**src/rtl/dest_drain_arb.sv**
```systemverilog
`default_nettype none
// ============================================================================
// Module  : dest_drain_arb
// Brief   : Round-robin drain of the D0/D1 destination FIFOs into one tagged
//           valid/ready stream, with saturating per-destination counters.
// Rev     : 1.0  initial release
// ============================================================================
module dest_drain_arb #(
    parameter int BW    = 6,
    parameter int CNT_W = 5
) (
    input  logic             clk,
    input  logic             reset_L,
    input  logic             init,
    input  logic             D0_empty,
    input  logic             D1_empty,
    input  logic [BW-1:0]    D0_data_out,
    input  logic [BW-1:0]    D1_data_out,
    output logic             D0_rd,
    output logic             D1_rd,
    input  logic             out_ready,
    output logic             out_valid,
    output logic [BW-1:0]    out_data,
    output logic             out_dest,
    output logic             idle_out,
    input  logic             cnt_req,
    input  logic             cnt_idx,
    output logic             cnt_valid,
    output logic [CNT_W-1:0] cnt_value
);

    localparam logic [1:0] S_IDLE = 2'd0;
    localparam logic [1:0] S_REQ  = 2'd1;
    localparam logic [1:0] S_CAPT = 2'd2;
    localparam logic [1:0] S_HOLD = 2'd3;

    localparam logic [CNT_W-1:0] C_CNT_MAX = '1;
    localparam logic [CNT_W-1:0] C_CNT_ONE = {{(CNT_W-1){1'b0}}, 1'b1};

    logic [1:0]       r_state;
    logic [1:0]       w_state_nxt;
    logic             r_grant;
    logic             r_last_grant;
    logic [CNT_W-1:0] r_cnt0;
    logic [CNT_W-1:0] r_cnt1;

    logic             w_any;
    logic             w_gnt;
    logic             w_xfer;
    logic             w_d0_rd_nxt;
    logic             w_d1_rd_nxt;
    logic             w_valid_nxt;
    logic [BW-1:0]    w_data_nxt;
    logic             w_dest_nxt;

    assign w_any    = !D0_empty || !D1_empty;
    // With both FIFOs pending, the one not served last wins; otherwise the
    // only non-empty one (D0_empty=1 implies D1 must be the requester).
    assign w_gnt    = (!D0_empty && !D1_empty) ? ~r_last_grant : D0_empty;
    assign w_xfer   = (r_state == S_HOLD) && out_valid && out_ready;
    assign idle_out = (r_state == S_IDLE) && D0_empty && D1_empty;

    always_ff @(posedge clk or negedge reset_L) begin
        if (!reset_L) begin
            r_state <= S_IDLE;
        end else begin
            r_state <= w_state_nxt;
        end
    end

    always_comb begin
        w_state_nxt = r_state;
        case (r_state)
            S_IDLE:  if (w_any) w_state_nxt = S_REQ;
            S_REQ:   w_state_nxt = S_CAPT;
            S_CAPT:  w_state_nxt = S_HOLD;
            S_HOLD:  if (w_xfer) w_state_nxt = S_IDLE;
            default: w_state_nxt = S_IDLE;
        endcase
    end

    always_comb begin
        w_d0_rd_nxt = (r_state == S_IDLE) && w_any && !w_gnt;
        w_d1_rd_nxt = (r_state == S_IDLE) && w_any &&  w_gnt;
        w_valid_nxt = out_valid;
        w_data_nxt  = out_data;
        w_dest_nxt  = out_dest;
        case (r_state)
            S_CAPT: begin
                w_valid_nxt = 1'b1;
                w_data_nxt  = r_grant ? D1_data_out : D0_data_out;
                w_dest_nxt  = r_grant;
            end
            S_HOLD: begin
                if (w_xfer) w_valid_nxt = 1'b0;
            end
            default: ;
        endcase
    end

    always_ff @(posedge clk or negedge reset_L) begin
        if (!reset_L) begin
            D0_rd        <= 1'b0;
            D1_rd        <= 1'b0;
            out_valid    <= 1'b0;
            out_data     <= '0;
            out_dest     <= 1'b0;
            r_grant      <= 1'b0;
            r_last_grant <= 1'b1;
        end else begin
            D0_rd     <= w_d0_rd_nxt;
            D1_rd     <= w_d1_rd_nxt;
            out_valid <= w_valid_nxt;
            out_data  <= w_data_nxt;
            out_dest  <= w_dest_nxt;
            if ((r_state == S_IDLE) && w_any) begin
                r_grant      <= w_gnt;
                r_last_grant <= w_gnt;
            end
        end
    end

    // init has priority over a same-cycle transfer.
    always_ff @(posedge clk or negedge reset_L) begin
        if (!reset_L) begin
            r_cnt0 <= '0;
            r_cnt1 <= '0;
        end else if (init) begin
            r_cnt0 <= '0;
            r_cnt1 <= '0;
        end else if (w_xfer) begin
            if (!r_grant && (r_cnt0 != C_CNT_MAX)) r_cnt0 <= r_cnt0 + C_CNT_ONE;
            if ( r_grant && (r_cnt1 != C_CNT_MAX)) r_cnt1 <= r_cnt1 + C_CNT_ONE;
        end
    end

    always_ff @(posedge clk or negedge reset_L) begin
        if (!reset_L) begin
            cnt_valid <= 1'b0;
            cnt_value <= '0;
        end else begin
            cnt_valid <= cnt_req;
            if (cnt_req) cnt_value <= cnt_idx ? r_cnt1 : r_cnt0;
        end
    end

endmodule
`default_nettype wire

```
**config.mk**
```make
export PLATFORM = sky130hd
export DESIGN_NAME = dest_drain_arb
export DESIGN_NICKNAME = d
export VERILOG_FILES = /design/src/rtl/dest_drain_arb.sv
export SDC_FILE = /design/constraint.sdc
export NUM_CORES = 1
export LEC_CHECK = 0
export ABC_AREA = 1
export BUFFER_PORTS_ARGS = -buffer_cell sky130_fd_sc_hd__buf_4
export CAP_MARGIN = 10
export CORE_AREA = 2 2 60 62
export DETAILED_ROUTE_END_ITERATION = 10
export DIE_AREA = 0 0 62 64
export MAX_ROUTING_LAYER = met4
export PLACE_DENSITY = 0.68
export SLEW_MARGIN = 25
export SYNTH_ARGS = -nofsm -noshare
export SYNTH_HDL_FRONTEND = slang
export SYNTH_SLANG_ARGS = --single-unit
```
**constraint.sdc**
```tcl
create_clock -name clk -period 1.7 [get_ports clk]
set_input_delay 0.34 -clock clk [delete_from_list [all_inputs] [get_ports clk]]
set_output_delay 0.34 -clock clk [all_outputs]
set_load 0.02 [all_outputs]
```
# After elaboration in Yosys (flattened, before gate mapping)
# Index checks and enable logic that the tools add are counted.
# W data, S select, Z words.
# totals
reg_bits	30
out_inout_bits	17
word_cells	60
# op_classes
add_sub_neg	2
n_eq_ne	7
muxes	14
n_bitwise	1
reduce_logical	24
# op_table
cell	n
$mux W5	7
$add A5 B1 Y5 const B	2
$logic_and A1 B1 Y1	10
$ne A5 B5 Y1 const B	2
$pmux W2 S4	1
$reduce_and A2 Y1	4
$reduce_bool A2 Y1	4
$mux W6	1
$eq A2 B2 Y1 const B	2
$logic_not A1 Y1	4
$mux W2	2
$ne A2 B2 Y1 const B	2
$eq A2 B1 Y1 const B	1
$logic_not A2 Y1	1
$mux W1	2
$pmux W1 S2	1
$logic_or A1 B1 Y1	1
$not A1 Y1	1

# Depth between registers and ports, before layout
# logic_depth
depth_word	5
depth_mapped	10

# Worst setup path after synthesis
# No wires, ideal clock.
# synth_path
kind	register to register
start	reg r_cnt0[0]
end	reg r_cnt0[0]
arrival_ps	1330
setup_slack_ps	253
stages_incl_launch_ff	11
period_less_slack_ps	1447
cell_sequence	dfrtp_1 > ha_1 > nand2_1 > nor2_1 > ha_1 > inv_1 > nand2_4 > nor2_8 > nand2_1 > nand2_1 > nor2_1
# synth_via
elab_chain_len	4
word_cells_on_any_way	8
classes_between	add/sub (1); eq/ne (1); mux (3); reduce/logical (3)
# synth_rtl
element	line_no	text
from (decl)	44	logic [CNT_W-1:0] r_cnt0;
from (signal assigned)	132	if (!r_grant && (r_cnt0 != C_CNT_MAX)) r_cnt0 <= r_cnt0 + C_CNT_ONE;
$add A5 B1 Y5 or $ne A5 B5 Y1 (tied branches)	132	
$mux W5 or $logic_and A1 B1 Y1 (tied branches)	132	
$mux W5 or $reduce_bool A2 Y1 (tied branches)	n/a	
$mux W5 or $reduce_and A2 Y1 (tied branches)	n/a	
# Parallel ways exist; a longest one is shown, timed or not. The select of a mux whose other input is x is not followed.
# A chain may end at the register's enable or synchronous reset.

# Final worst setup path
# layout_path
start	reg r_state[1]
end	out idle_out
# layout_via
elab_chain_len	3
# layout_rtl
element	line_no	text
from (decl)	40	logic [1:0] r_state;
from (signal assigned)	67	r_state <= w_state_nxt;
$logic_not A2 Y1	61	assign idle_out = (r_state == S_IDLE) && D0_empty && D1_empty;
$logic_and A1 B1 Y1 (2 in series)	61	
to (decl)	25	output logic idle_out,
# Every way passes these cells.

==> metrics.txt <==
status=complete, no violations; CTS clk-pin slew, worst paths=roughly 90 ps; Worst-Skew Late Latency=between 300 and 400 ps; HPWL Detailed=approximately 2400 um; syn_area_per_cell=between 8 and 9 um^2; total wire length=~3200 um; top cell family by delay on the critical path=flip-flops; H-Tree Depth=2; Net Sw Frac=37.9%; most frequent cells in the layout=48 x nand2_1, 39 x buf_4, 28 x dfrtp_1; DRC=0; Synth Register Bits=30; Pins Over Slew Limit=0; Root Buffer=clkbuf_4; VDD IR max=0.770 mV; Ant. Diodes=0; Leak Pwr=0.984 nW; Max FO, Critical Path=3; Placer Congestion=roughly 0.90; post-route setup TNS=0 ps; initial antenna violation count=0; Pre-antenna DRT Iters=4; dpl ws=~120 ps; gate count of the mapped netlist=roughly 170; Register Area=between 700 and 800 um^2; CTS sink cnt=30; Critical Path, Cell by Cell=inv_1, ha_4, nand3_2, inv_1, buf_4; first-pass GRT wire length=5210 um; Hold Crit Class=in2reg; Vias=1271; Rel. slew slack=approximately 75%; xor/xnor share of the synthesized area=0%; Clk pwr share=around 20%; I/O Buffers=36; Critical Path RT=about 1400 ps; area share of fa/ha/maj cells after synthesis=approximately 6.8%; Inst Count DP=248; synth-to-layout area growth=31.0%; Filler cells=just under 300; Top cell by count, worst path=inv_1; critical path class=reg2out; Critical Path Stages=5; finished layout cell area=between 1500 and 2000 um^2; die height=64 um; largest net degree at the start of global routing=31; CP Capture Point=idle_out; CTS tree=done; Tmin final=1600 ps; Avg WL per Cell=around 12 um; RR Startpoint=r_cnt1[0]$_DFFE_PN0P_; top-level port count=37; Buf/Inv on CP=3; # setup viols final=0; Non-Filler Instances=around 260; simple logic cell fraction of the synthesized area=between 20% and 30%; internal reg-to-reg setup slack=140 ps; worst-case clock skew=~3.5 ps; nets@finish=240; synth unique cells=22; largest family of logic cells by synthesized area=simple AND/OR/NAND/NOR gates; die width=about 62 um; Final ANT Viol Nets=0; mux contribution to synthesized area=0%; Tcrit/Tclk final=~94%; CTS Buffer Depth=2; die area=3970 um^2; Seq pwr share=39.4%; PwrDens=between 1000 and 1500 nW/um^2; worst-margin pin slew=around 380 ps; Max-cap violations=0; R2R depth=10; vias in the first global route=roughly 1200; core area=roughly 3300 um^2; Syn Nets=~190; routed vias/inst=approximately 5; Final WS setup=98.2 ps; DR iter-0 viols=47; internal power=about 1.6 mW; Worst Setup SP=r_state[1]$_DFFE_PN0P_; post-synthesis compound-gate area fraction=just over 9%; Critical Path Start Type=flip-flop; synth warn=0; Max Freq=624 MHz; Hold Fails Final Rpt=0; Design Power=between 2 and 3 mW; GRT Residual Overflow=0; P_sw=approximately 0.98 mW; combinational share of power=approximately two fifths; Num CTS Buffers=5; Area after DPL=approximately 1800 um^2; multi-input logic area=669 um^2; Initial Util=about 44%; slowest stage cell, crit path=dfrtp_1; Worst Path Arrival=1260 ps; WHS=around 200 ps; sequential share of the synthesized area=51.5%; Setup crit end kind=output port; layout cell share with drive strength beyond 1=approximately 29%; FF-to-FF End=r_cnt1[3]$_DFFE_PN0P_; Total GRT Usage=about 18%; critical path's largest stage delay=~400 ps; Rows=21; fin util=between 50 and 60%; commonest non-fill, non-tap cell in the layout=nand2_1; post-synthesis cell area=1460 um^2
==> repair_timing <==
item	in CTS	in global routing
setup endpoints to repair	1	3
hold endpoints to repair	29	0
setup buffers	1	1
hold buffers	1	0
pin swaps	0	1
resized for setup	0	5
==> cells by family (layout without fill, tap and decap cells) <==
group | after synthesis | in the layout
buffers and inverters | 15 | 62
adders and majority gates | 8 | 8
DFF | 30 | 30
AOI/OAI and AO/OA | 24 | 24
and+or+nand+nor | 89 | 89
==> worst min-delay path by stage <==
stage / end / start / slack [ps] / cells after the start
after floorplan: D0_rd$_DFF_PN0_ / reset_L / 40 / 0
after global placement: cnt_valid$_DFF_PN0_ / reset_L / 290 / 1
after detailed placement: cnt_valid$_DFF_PN0_ / reset_L / 290 / 1
after CTS: cnt_valid$_DFF_PN0_ / cnt_req / 190 / 1
after global routing: cnt_valid$_DFF_PN0_ / cnt_req / 190 / 1
final: cnt_valid$_DFF_PN0_ / cnt_req / 200 / 1
==> layer usage <==
layer | global-route usage (%) | part of all wire, % | wire length, um | up-vias
met5 | - | 0 | 0 | -
met4 | 7.18 | 2.0 | 64 | 0
met3 | 5.67 | 7.6 | 240 | 9
met2 | 28.5 | 47 | 1490 | 44
met1 | 21.5 | 43 | 1360 | 580
li1 | - | - | - | 638
==> synthesized netlist by cell type <==
| cell type | n | share of area [%] |
|---|---|---|
| inv_2 | 1 | 0.26 |
| nor2_4 | 2 | 1.5 |
| nand2_1 | 48 | 12 |
| clkinv_1 | 2 | 0.51 |
| nor2_2 | 1 | 0.43 |
| nand3_1 | 8 | 2.7 |
| nand2_4 | 1 | 0.77 |
| nand4_1 | 6 | 2.6 |
| a21oi_1 | 1 | 0.34 |
| nor2_8 | 1 | 1.4 |
| inv_1 | 11 | 2.8 |
| ha_1 | 8 | 6.8 |
| o2bb2ai_1 | 1 | 0.60 |
| nand3_4 | 1 | 1.2 |
| dfstp_2 | 1 | 1.8 |
| o21ai_0 | 16 | 5.5 |
| buf_2 | 1 | 0.34 |
| o21bai_1 | 1 | 0.51 |
| dfrtp_1 | 29 | 50 |
| or2_2 | 2 | 0.86 |
| a31oi_1 | 5 | 2.1 |
| nor2_1 | 19 | 4.9 |
==> layout make-up <==
class / count / area share, %
Clock buffer: 8 / 4.12
Inverter: 14 / 2.75
Multi-Input combinational cell: 121 / 35.0
Sequential cell: 30 / 39.3
Tap cell: 46 / 3.01
Timing Repair Buffer: 40 / 15.8
==> flip-flops by register name, indices dropped and copies added, names as in the netlist <==
register,cells
D0_rd,1
D1_rd,1
cnt_valid,1
cnt_value,5
out_data,6
out_dest,1
out_valid,1
r_cnt0,5
r_cnt1,5
r_grant,1
r_last_grant,1
r_state,2
==> power by group through the flow <==
stage / Combinational, mW / Sequential (mW) / Clock, mW
floorplan: 0.472 / 1.17 / 0
global placement: 0.960 / 1.03 / 0
detailed placement: 0.984 / 1.04 / 0
CTS: 1.01 / 1.02 / 0.539
global route: 1.18 / 1.04 / 0.569
finish: 1.05 / 1.02 / 0.518
No activity file was read; power rests on OpenSTA's default activity.
